**src/rtl/load_pkg.sv**
```systemverilog
// Shared types and helpers for the load alignment path: access sizes, FSM states
// and the word-boundary crossing test.
package load_pkg;

    typedef enum logic [1:0] {SIZE_B, SIZE_H, SIZE_W, SIZE_D} size_e;

    typedef enum logic [2:0] {IDLE, REQ0, WAIT0, REQ1, WAIT1, RESP} state_e;

    // True when an access of 2**size bytes at byte offset off runs past a b-byte word.
    function automatic logic is_split(input logic [3:0] off, input logic [1:0] size,
                                      input logic [4:0] b);
        logic [4:0] n;
        n = 5'd1 << size;
        return ({1'b0, off} + n) > b;
    endfunction

endpackage

```
**src/rtl/load_extract.sv**
```systemverilog
// Combinational byte extractor: shifts the two-word assembly buffer down to the
// addressed byte and sign- or zero-extends the selected field to XLEN bits.
module load_extract
    import load_pkg::*;
#(
    parameter int XLEN = 32
) (
    input  logic [2*XLEN-1:0] buffer,
    input  logic [2:0]        off,
    input  logic [1:0]        size,
    input  logic              uns,
    output logic [XLEN-1:0]   result
);

    logic [XLEN-1:0]    shifted;
    logic signed [7:0]  b8;
    logic signed [15:0] h16;
    logic signed [31:0] w32;

    always_comb begin
        shifted = XLEN'(buffer >> {off, 3'b000});
        b8      = shifted[7:0];
        h16     = shifted[15:0];
        w32     = shifted[31:0];
        result  = shifted;
        case (size_e'(size))
            SIZE_B: begin
                if (uns) result = XLEN'(shifted[7:0]);
                else     result = XLEN'(b8);
            end
            SIZE_H: begin
                if (uns) result = XLEN'(shifted[15:0]);
                else     result = XLEN'(h16);
            end
            SIZE_W: begin
                if (uns) result = XLEN'(shifted[31:0]);
                else     result = XLEN'(w32);
            end
            default: result = shifted;
        endcase
    end

endmodule

```
**src/rtl/load_aligner.sv**
```systemverilog
// Memory-stage load aligner: issues one or two aligned reads per load, assembles
// the bytes and returns the extended result on a valid/ready port.
module load_aligner
    import load_pkg::*;
#(
    parameter int XLEN       = 32,
    parameter int ADDR_WIDTH = 32
) (
    input  logic                  clk,
    input  logic                  rst_n,
    input  logic                  req_valid,
    output logic                  req_ready,
    input  logic [ADDR_WIDTH-1:0] req_addr,
    input  logic [1:0]            req_size,
    input  logic                  req_unsigned,
    output logic                  mem_req_valid,
    input  logic                  mem_req_ready,
    output logic [ADDR_WIDTH-1:0] mem_req_addr,
    input  logic                  mem_rsp_valid,
    input  logic [XLEN-1:0]       mem_rsp_data,
    output logic                  rsp_valid,
    input  logic                  rsp_ready,
    output logic [XLEN-1:0]       rsp_data,
    output logic                  rsp_err
);

    localparam int B    = XLEN / 8;
    localparam int OFFW = $clog2(B);

    state_e                state, state_nxt;
    logic [ADDR_WIDTH-1:0] base_q;
    logic [2:0]            off_q;
    size_e                 size_q;
    logic                  uns_q;
    logic                  split_q;
    logic                  err_q;
    logic [2*XLEN-1:0]     buffer;
    logic [XLEN-1:0]       ext_data;
    logic                  illegal;

    assign illegal = (XLEN == 32) && (size_e'(req_size) == SIZE_D);

    always_ff @(posedge clk or negedge rst_n) begin
        if (!rst_n) begin
            state   <= IDLE;
            base_q  <= '0;
            off_q   <= '0;
            size_q  <= SIZE_B;
            uns_q   <= 1'b0;
            split_q <= 1'b0;
            err_q   <= 1'b0;
            buffer  <= '0;
        end else begin
            state <= state_nxt;
            if (state == IDLE && req_valid) begin
                base_q  <= req_addr & ~ADDR_WIDTH'(B - 1);
                off_q   <= 3'(req_addr[OFFW-1:0]);
                size_q  <= size_e'(req_size);
                uns_q   <= req_unsigned;
                split_q <= is_split(4'(req_addr[OFFW-1:0]), req_size, 5'(B));
                err_q   <= illegal;
            end
            // First read fills the low word, the crossing read the high word.
            if (state == WAIT0 && mem_rsp_valid) buffer[XLEN-1:0] <= mem_rsp_data;
            if (state == WAIT1 && mem_rsp_valid) buffer[2*XLEN-1:XLEN] <= mem_rsp_data;
        end
    end

    load_extract #(.XLEN(XLEN)) u_extract (
        .buffer (buffer),
        .off    (off_q),
        .size   (size_q),
        .uns    (uns_q),
        .result (ext_data)
    );

    always_comb begin
        state_nxt     = state;
        req_ready     = 1'b0;
        mem_req_valid = 1'b0;
        mem_req_addr  = '0;
        rsp_valid     = 1'b0;
        rsp_err       = 1'b0;
        rsp_data      = '0;
        case (state)
            IDLE: begin
                req_ready = 1'b1;
                if (req_valid) state_nxt = illegal ? RESP : REQ0;
            end
            REQ0: begin
                mem_req_valid = 1'b1;
                mem_req_addr  = base_q;
                if (mem_req_ready) state_nxt = WAIT0;
            end
            WAIT0: begin
                if (mem_rsp_valid) state_nxt = split_q ? REQ1 : RESP;
            end
            REQ1: begin
                mem_req_valid = 1'b1;
                mem_req_addr  = base_q + ADDR_WIDTH'(B);
                if (mem_req_ready) state_nxt = WAIT1;
            end
            WAIT1: begin
                if (mem_rsp_valid) state_nxt = RESP;
            end
            RESP: begin
                rsp_valid = 1'b1;
                rsp_err   = err_q;
                rsp_data  = err_q ? '0 : ext_data;
                if (rsp_ready) state_nxt = IDLE;
            end
            default: state_nxt = IDLE;
        endcase
    end

endmodule

```
**config.mk**
```make
export PLATFORM = sky130hd
export DESIGN_NAME = load_aligner
export DESIGN_NICKNAME = d
export VERILOG_FILES = /design/src/rtl/load_pkg.sv /design/src/rtl/load_extract.sv /design/src/rtl/load_aligner.sv
export SDC_FILE = /design/constraint.sdc
export NUM_CORES = 1
export LEC_CHECK = 0
export ABC_AREA = 1
export CORE_ASPECT_RATIO = 1.25
export CORE_MARGIN = 2
export CORE_UTILIZATION = 52
export CTS_BUF_LIST = sky130_fd_sc_hd__clkbuf_8
export DETAILED_ROUTE_END_ITERATION = 12
export GPL_TIMING_DRIVEN = 1
export HOLD_SLACK_MARGIN = 0.03
export PLACE_DENSITY = 0.83
export REMOVE_ABC_BUFFERS = 1
export SYNTH_ARGS = -nofsm -noshare
export SYNTH_HDL_FRONTEND = slang
export SYNTH_SLANG_ARGS = --single-unit
```
**constraint.sdc**
```tcl
create_clock -name clk -period 2 [get_ports clk]
set_clock_uncertainty 0.1 [all_clocks]
set_input_delay 0.4 -clock clk [delete_from_list [all_inputs] [get_ports clk]]
set_output_delay 0.4 -clock clk [all_outputs]
set_load 0.01 [all_outputs]
```
# == After elaboration in Yosys (flattened, before gate mapping) ==
# Index checks and enable logic that the tools add are counted.
# op_classes
add_sub_neg,2
n_lt_le_gt_ge,1
n_eq_ne,13
shift,2
muxes,19
reduce_logical,7
# op_table
operator,count
$mux W32,4
$pmux W32 S2,2
$shr A64 B5 Y32,1
$add A32 B3 Y32 const B,1
$mux W3,8
$pmux W3 S6,1
$ne A2 B2 Y1 const B,6
$eq A3 B2 Y1 const B,2
$eq A3 B3 Y1 const B,2
$reduce_and A6 Y1,1
$add A2 B5 Y5,1
$gt A5 B3 Y1 const B,1
$shl A1 B2 Y5 const A,1
$mux W1,4
$eq A3 B1 Y1 const B,1
$logic_and A1 B1 Y1,3
$logic_not A3 Y1,1
$eq A2 B1 Y1 const B,1
$eq A2 B2 Y1 const B,1
$logic_not A2 Y1,1
$reduce_or A2 Y1,1
# word_totals
regBits,104
in_bits,73
output_inout_bits,68
word_cells,53

# == Depth between registers and ports, before layout ==
# Gate-level depths: netlist (run 1).
# depth
word_depth,5
mapped_depth,9
mapped_depth_nobuf,9

# == Hierarchy ==
# A second synthesis (run 1) with hierarchy kept.
# unflattened
hier_cells,1176
hier_area_um2,7460.9
# by_module_without_submodules
module,n_inst,cells_each,area_each_um2,seq_area_each_um2
load_aligner,1,773,5521.5,2602.5
load_extract,1,403,1939.4,0.0

# == Worst setup path before layout (run 1) ==
# No wires, ideal clock.
# synth_path
path_kind,register to output
startpoint,reg base_q[2]
endpoint,out mem_req_addr[20]
arrival_time_ps,1364
required_time_ps,1500
setup_slack_ps,136
stages_incl_launch_ff,8
n_path_buf,0
cell_sequence,dfrtp_1 > ha_1 > inv_1 > nor2_1 > nand3_1 > nor2_4 > a21oi_1 > nor2_1
# synth_between
elab_chain_cells,2
# synth_rtl
item,line,source
from (decl),load_aligner.sv:31,logic [ADDR_WIDTH-1:0] base_q;
from (signal assigned),load_aligner.sv:56,base_q <= req_addr & ~ADDR_WIDTH'(B - 1);
$add A32 B3 Y32,load_aligner.sv:100,mem_req_addr = base_q + ADDR_WIDTH'(B);
$pmux W32 S2,load_aligner.sv:85,case (state)
to (decl),load_aligner.sv:18,"output logic [ADDR_WIDTH-1:0] mem_req_addr,"
# No other way between the ends.

# == Worst setup path after layout (run 1) ==
# layout_path
startpoint,reg off_q[0]
endpoint,out rsp_data[28]
# layout_between
elab_chain_cells,5
elab_cells_between_ends,6
cone_classes,shift: 1; mux: 5
# layout_rtl
item,line,source
from (decl),load_aligner.sv:32,logic [2:0] off_q;
from (signal assigned),load_aligner.sv:57,off_q <= 3'(req_addr[OFFW-1:0]);
$shr A64 B5 Y32 *,load_extract.sv:21,"shifted = XLEN'(buffer >> {off, 3'b000});"
"$mux W32, on equally long branches","load_extract.sv:32, load_extract.sv:28",
$pmux W32 S2 *,load_extract.sv:26,case (size_e'(size))
$mux W32 *,load_aligner.sv:109,rsp_data = err_q ? '0 : ext_data;
$mux W32 *,load_aligner.sv:85,
to (decl),load_aligner.sv:23,"output logic [XLEN-1:0] rsp_data,"
# Mark *: on every way between the ends. The rest lies on a longest branch, timed or not.

==> flow_metrics.py, run 1 <==
metrics = {
    "run_status": {
        "status": "complete, but fails checks",
        "violations": "setup timing",
    },
    "pwr": {
        "cell_internal_pwr_w": 0.008088,
        "p_sw_frac": 0.4958,
        "power_frac_comb": 0.663,
        "power_density_mw_per_mm2": 1586,
        "clkPwrFrac": 0.093,
        "p_seq_frac": 0.245,
        "p_leak_nw": 4.830,
        "peakVddDrop_mv": 0.7430,
        "switchingPower_w": 0.007954,
    },
    "place": {
        "routabilityCongestion": 0.9378,
        "placedCellCount": 1256,
        "place_area_mm2": 0.008358,
        "port-buffer-count": 138,
        "preCtsSetupSlack_ps": -399.3,
        "post-dp-hpwl_um": 13270,
    },
    "floorplan": {
        "die_x_um": 101.0,
        "coreArea_mm2": 0.01156,
        "start_util": 0.5292,
        "dieHeight_um": 125.3,
        "rows": 44,
        "die_area_mm2": 0.01266,
        "ioPinCount": 141,
    },
    "logic_synthesis": {
        "netlist_top_cells_area": "dfrtp_1, nand2_1, o21ai_0, nor2_1, inv_1",
        "yosys_register_bits": 96,
        "avgSynthCellArea_um2": 6.716,
        "ys_seq_area_frac": 0.3926,
        "synth_edf_count": 0,
        "yosysWarnings": 0,
        "netlist_area_mm2": 0.006118,
        "synth_flop_cell": "dfrtp_1",
        "yosysUniqueCellTypes": 33,
        "synth_common_cells": "nand2_1, o21ai_0, nor2_1, dfrtp_1, inv_1",
        "yosysTopAreaCellShare": 0.3926,
        "synthArstFlopShare": 1.000,
        "yosysMostFrequentCell": "nand2_1",
        "syn_inst": 911,
        "synth_top_cell_by_area": "dfrtp_1",
    },
    "worst_setup_path": {
        "worstPathRequired_ps": 1500,
        "critPathLaunchType": "register",
        "cp.arrival_ps": 2150,
        "crit_path_end_kind": "primary output",
        "path_max_fanout": 14,
        "worstSetupPathType": "reg -> out",
    },
    "global_route": {
        "grt_pass1_wl_um": 38400,
        "overflow": 0,
        "grt_usage": 0.3893,
        "grt_max_degree": 97,
        "grt_pass1_vias": 7803,
        "grt_antenna_before_repair": 1,
    },
    "routing": {
        "dr.pass1.iters": 7,
        "viasPerCell": 6.326,
        "met1_length_um": 9383,
        "drt_iter0_drc": 926,
        "wl_per_cell_um": 22.64,
        "met3_length_um": 3612,
        "routed_wl_um": 30220,
        "drtAntennaViolNets": 0,
        "drc_errors": 0,
        "vias": 8445,
        "dr.max_layer_used": "met4",
        "wl_met2_um": 14070,
    },
    "layout": {
        "fillers": 499,
        "multi_input_area_mm2": 0.004091,
        "finalNonFillerCells": 1335,
        "area_growth_pct": 65.34,
        "layout-drive-gt1-share": 0.4018,
        "finalNetCount": 1269,
        "fin_area_mm2": 0.01012,
        "ff_latch_area_mm2": 0.002411,
        "antennaDiodeCount": 0,
    },
    "run": {
        "maxCapViolCount": 0,
    },
    "timing": {
        "rsz0062_at_grt": "yes",
        "final_max_slew_viol_count": 0,
        "worst_pin_slew_ps": 554.9,
        "setup_violations": 67,
        "min_period_ps": 2651,
        "finalHoldViolCount": 0,
        "max_freq_mhz": 377.3,
        "slew-limit-headroom": 0.6301,
        "fin_crit_sh": 1.325,
        "setup_slack_ps": -650.8,
    },
    "clock_tree": {
        "cts_tree": "yes",
        "htreeDepth": 3,
        "clk_pin_slew_ps": 110,
        "clock_latency_ps": 390,
        "cts_made_buffers": 9,
        "cts.sinks": 96,
        "clockBufferDepth": 2,
        "root_buffer": "clkbuf_8",
    },
    "min_path": {
        "hold_class": "in -> reg",
    },
}
## layout by cell type (no fill, tap or decap), types with 8 or more instances in the layout
cell type        synthesis  routed
nand2_1                307     263
buf_4                    9     117
dfrtp_1                 96      89
o21ai_0                110      79
clkdlybuf4s50_1          0      70
inv_1                   74      69
nor2_1                 107      62
buf_2                   16      51
buf_6                    4      44
nor2_4                   6      34
nand2_2                  1      29
nand3_2                  2      28
nor2_2                  11      28
nand3_1                 55      24
o21ai_1                  9      21
a21oi_2                  0      19
nand2_4                  2      16
a21oi_1                 36      15
o21ai_2                  0      15
buf_12                   0      14
clkbuf_8                 0       9
a31oi_1                  8       8
mux2_2                   8       8
inv_4                    0       8
## power by group through the flow
stage          Clock, W  Combinational (W)  Sequential, W
4_1_cts         0.00144            0.00846        0.00368
3_3_place_gp          0            0.00659        0.00357
6_report        0.00149             0.0106        0.00393
5_1_grt         0.00156             0.0111        0.00398
3_5_place_dp          0            0.00674        0.00360
2_1_floorplan         0            0.00333        0.00363
## worst max-delay path: stages, from the launching register on
cell     delay (ps)
dfrtp_2         580
inv_6           100
buf_12          180
buf_6           120
nor2_1          230
o21ai_1         180
nor2_2          170
nor2_4           60
buf_6           120
## cells by family after synthesis
group | after synthesis | share of synthesized area
buffers and inverters | 125 | 0.09039
AND/OR/NAND/NOR | 509 | 0.3507
multiplexers | 8 | 0.01472
AO/OA/AOI/OAI | 165 | 0.1372
XOR/XNOR | 3 | 0.004295
other | 1 | 0.0006129
flip-flops | 96 | 0.3926
adder cells (fa/ha/maj) | 4 | 0.009408
## registers in the layout, indices dropped and copies added (netlist names)
register,flops
state,3
err_q,1
base_q,30
uns_q,1
split_q,1
size_q,2
off_q,2
buffer,56
## stage by stage
stage	util	hold WS [ps]	TNS, ps	total power, W
after floorplan	-	4.409	-44160	0.006958
after global placement	0.7229	366.2	-17220	0.01016
after detailed placement	0.7229	374.3	-18450	0.01034
after CTS	0.8187	397.9	-17910	0.01358
after global routing	0.8750	396.5	-32840	0.01667
final	0.8750	346.0	-27410	0.01604
## per-layer routing
metal | up-vias | GRT usage
met2 | 841 | 0.6671
met5 | - | 0
met3 | 341 | 0.09447
met4 | 0 | 0.2520
met1 | 3809 | 0.4212
li1 | 3454 | -
## what timing repair did
item / in CTS / in global routing
hold buffers: 1 / 0
setup endpoints to repair: 66 / 67
endpoints found under the hold margin: 96 / 0
buffers inserted: 37 / 22
resized for setup: 452 / 154
pin swaps: 74 / 66
gates cloned: 8 / 1
## area by class of cell
type                       count  area share
multi-input combinational    692      0.4045
timing repair buffer         310      0.2852
sequential                    96      0.2383
inverter                      83     0.03327
tap                          138     0.01707
clock buffer                   9     0.01224
clock inverter                 7    0.009400
## path summary, 6_finish.rpt
path                            depth (start not counted)      endpoint         from  slack (ps)
worst min register to register                          2    buffer[51]   buffer[51]         400
worst max-delay path                                    8  rsp_data[28]     off_q[0]        -650
min in group asynchronous                               3    buffer[30]        rst_n         490
worst max register to register                          6    buffer[53]     state[0]         -70
worst min-delay path                                    4     size_q[0]  req_size[0]         350
max in group asynchronous                               3     base_q[4]        rst_n         830
Power figures use the tool's default switching activity.
==> inputs of run 2 (changes only) <==
--- a/config.mk
+++ b/config.mk
@@ -6,15 +6,18 @@
 export NUM_CORES = 1
 export LEC_CHECK = 0
 export ABC_AREA = 1
+export ABC_CLOCK_PERIOD_IN_PS = 2000
 export CORE_ASPECT_RATIO = 1.25
 export CORE_MARGIN = 2
 export CORE_UTILIZATION = 52
 export CTS_BUF_LIST = sky130_fd_sc_hd__clkbuf_8
+export CTS_CLUSTER_DIAMETER = 80
 export DETAILED_ROUTE_END_ITERATION = 12
 export GPL_TIMING_DRIVEN = 1
 export HOLD_SLACK_MARGIN = 0.03
 export PLACE_DENSITY = 0.83
 export REMOVE_ABC_BUFFERS = 1
+export SLEW_MARGIN = 20
 export SYNTH_ARGS = -nofsm -noshare
 export SYNTH_HDL_FRONTEND = slang
 export SYNTH_SLANG_ARGS = --single-unit
==> results of run 2 <==
No change in the layout: final DEF, timing and power equal those of run 1.
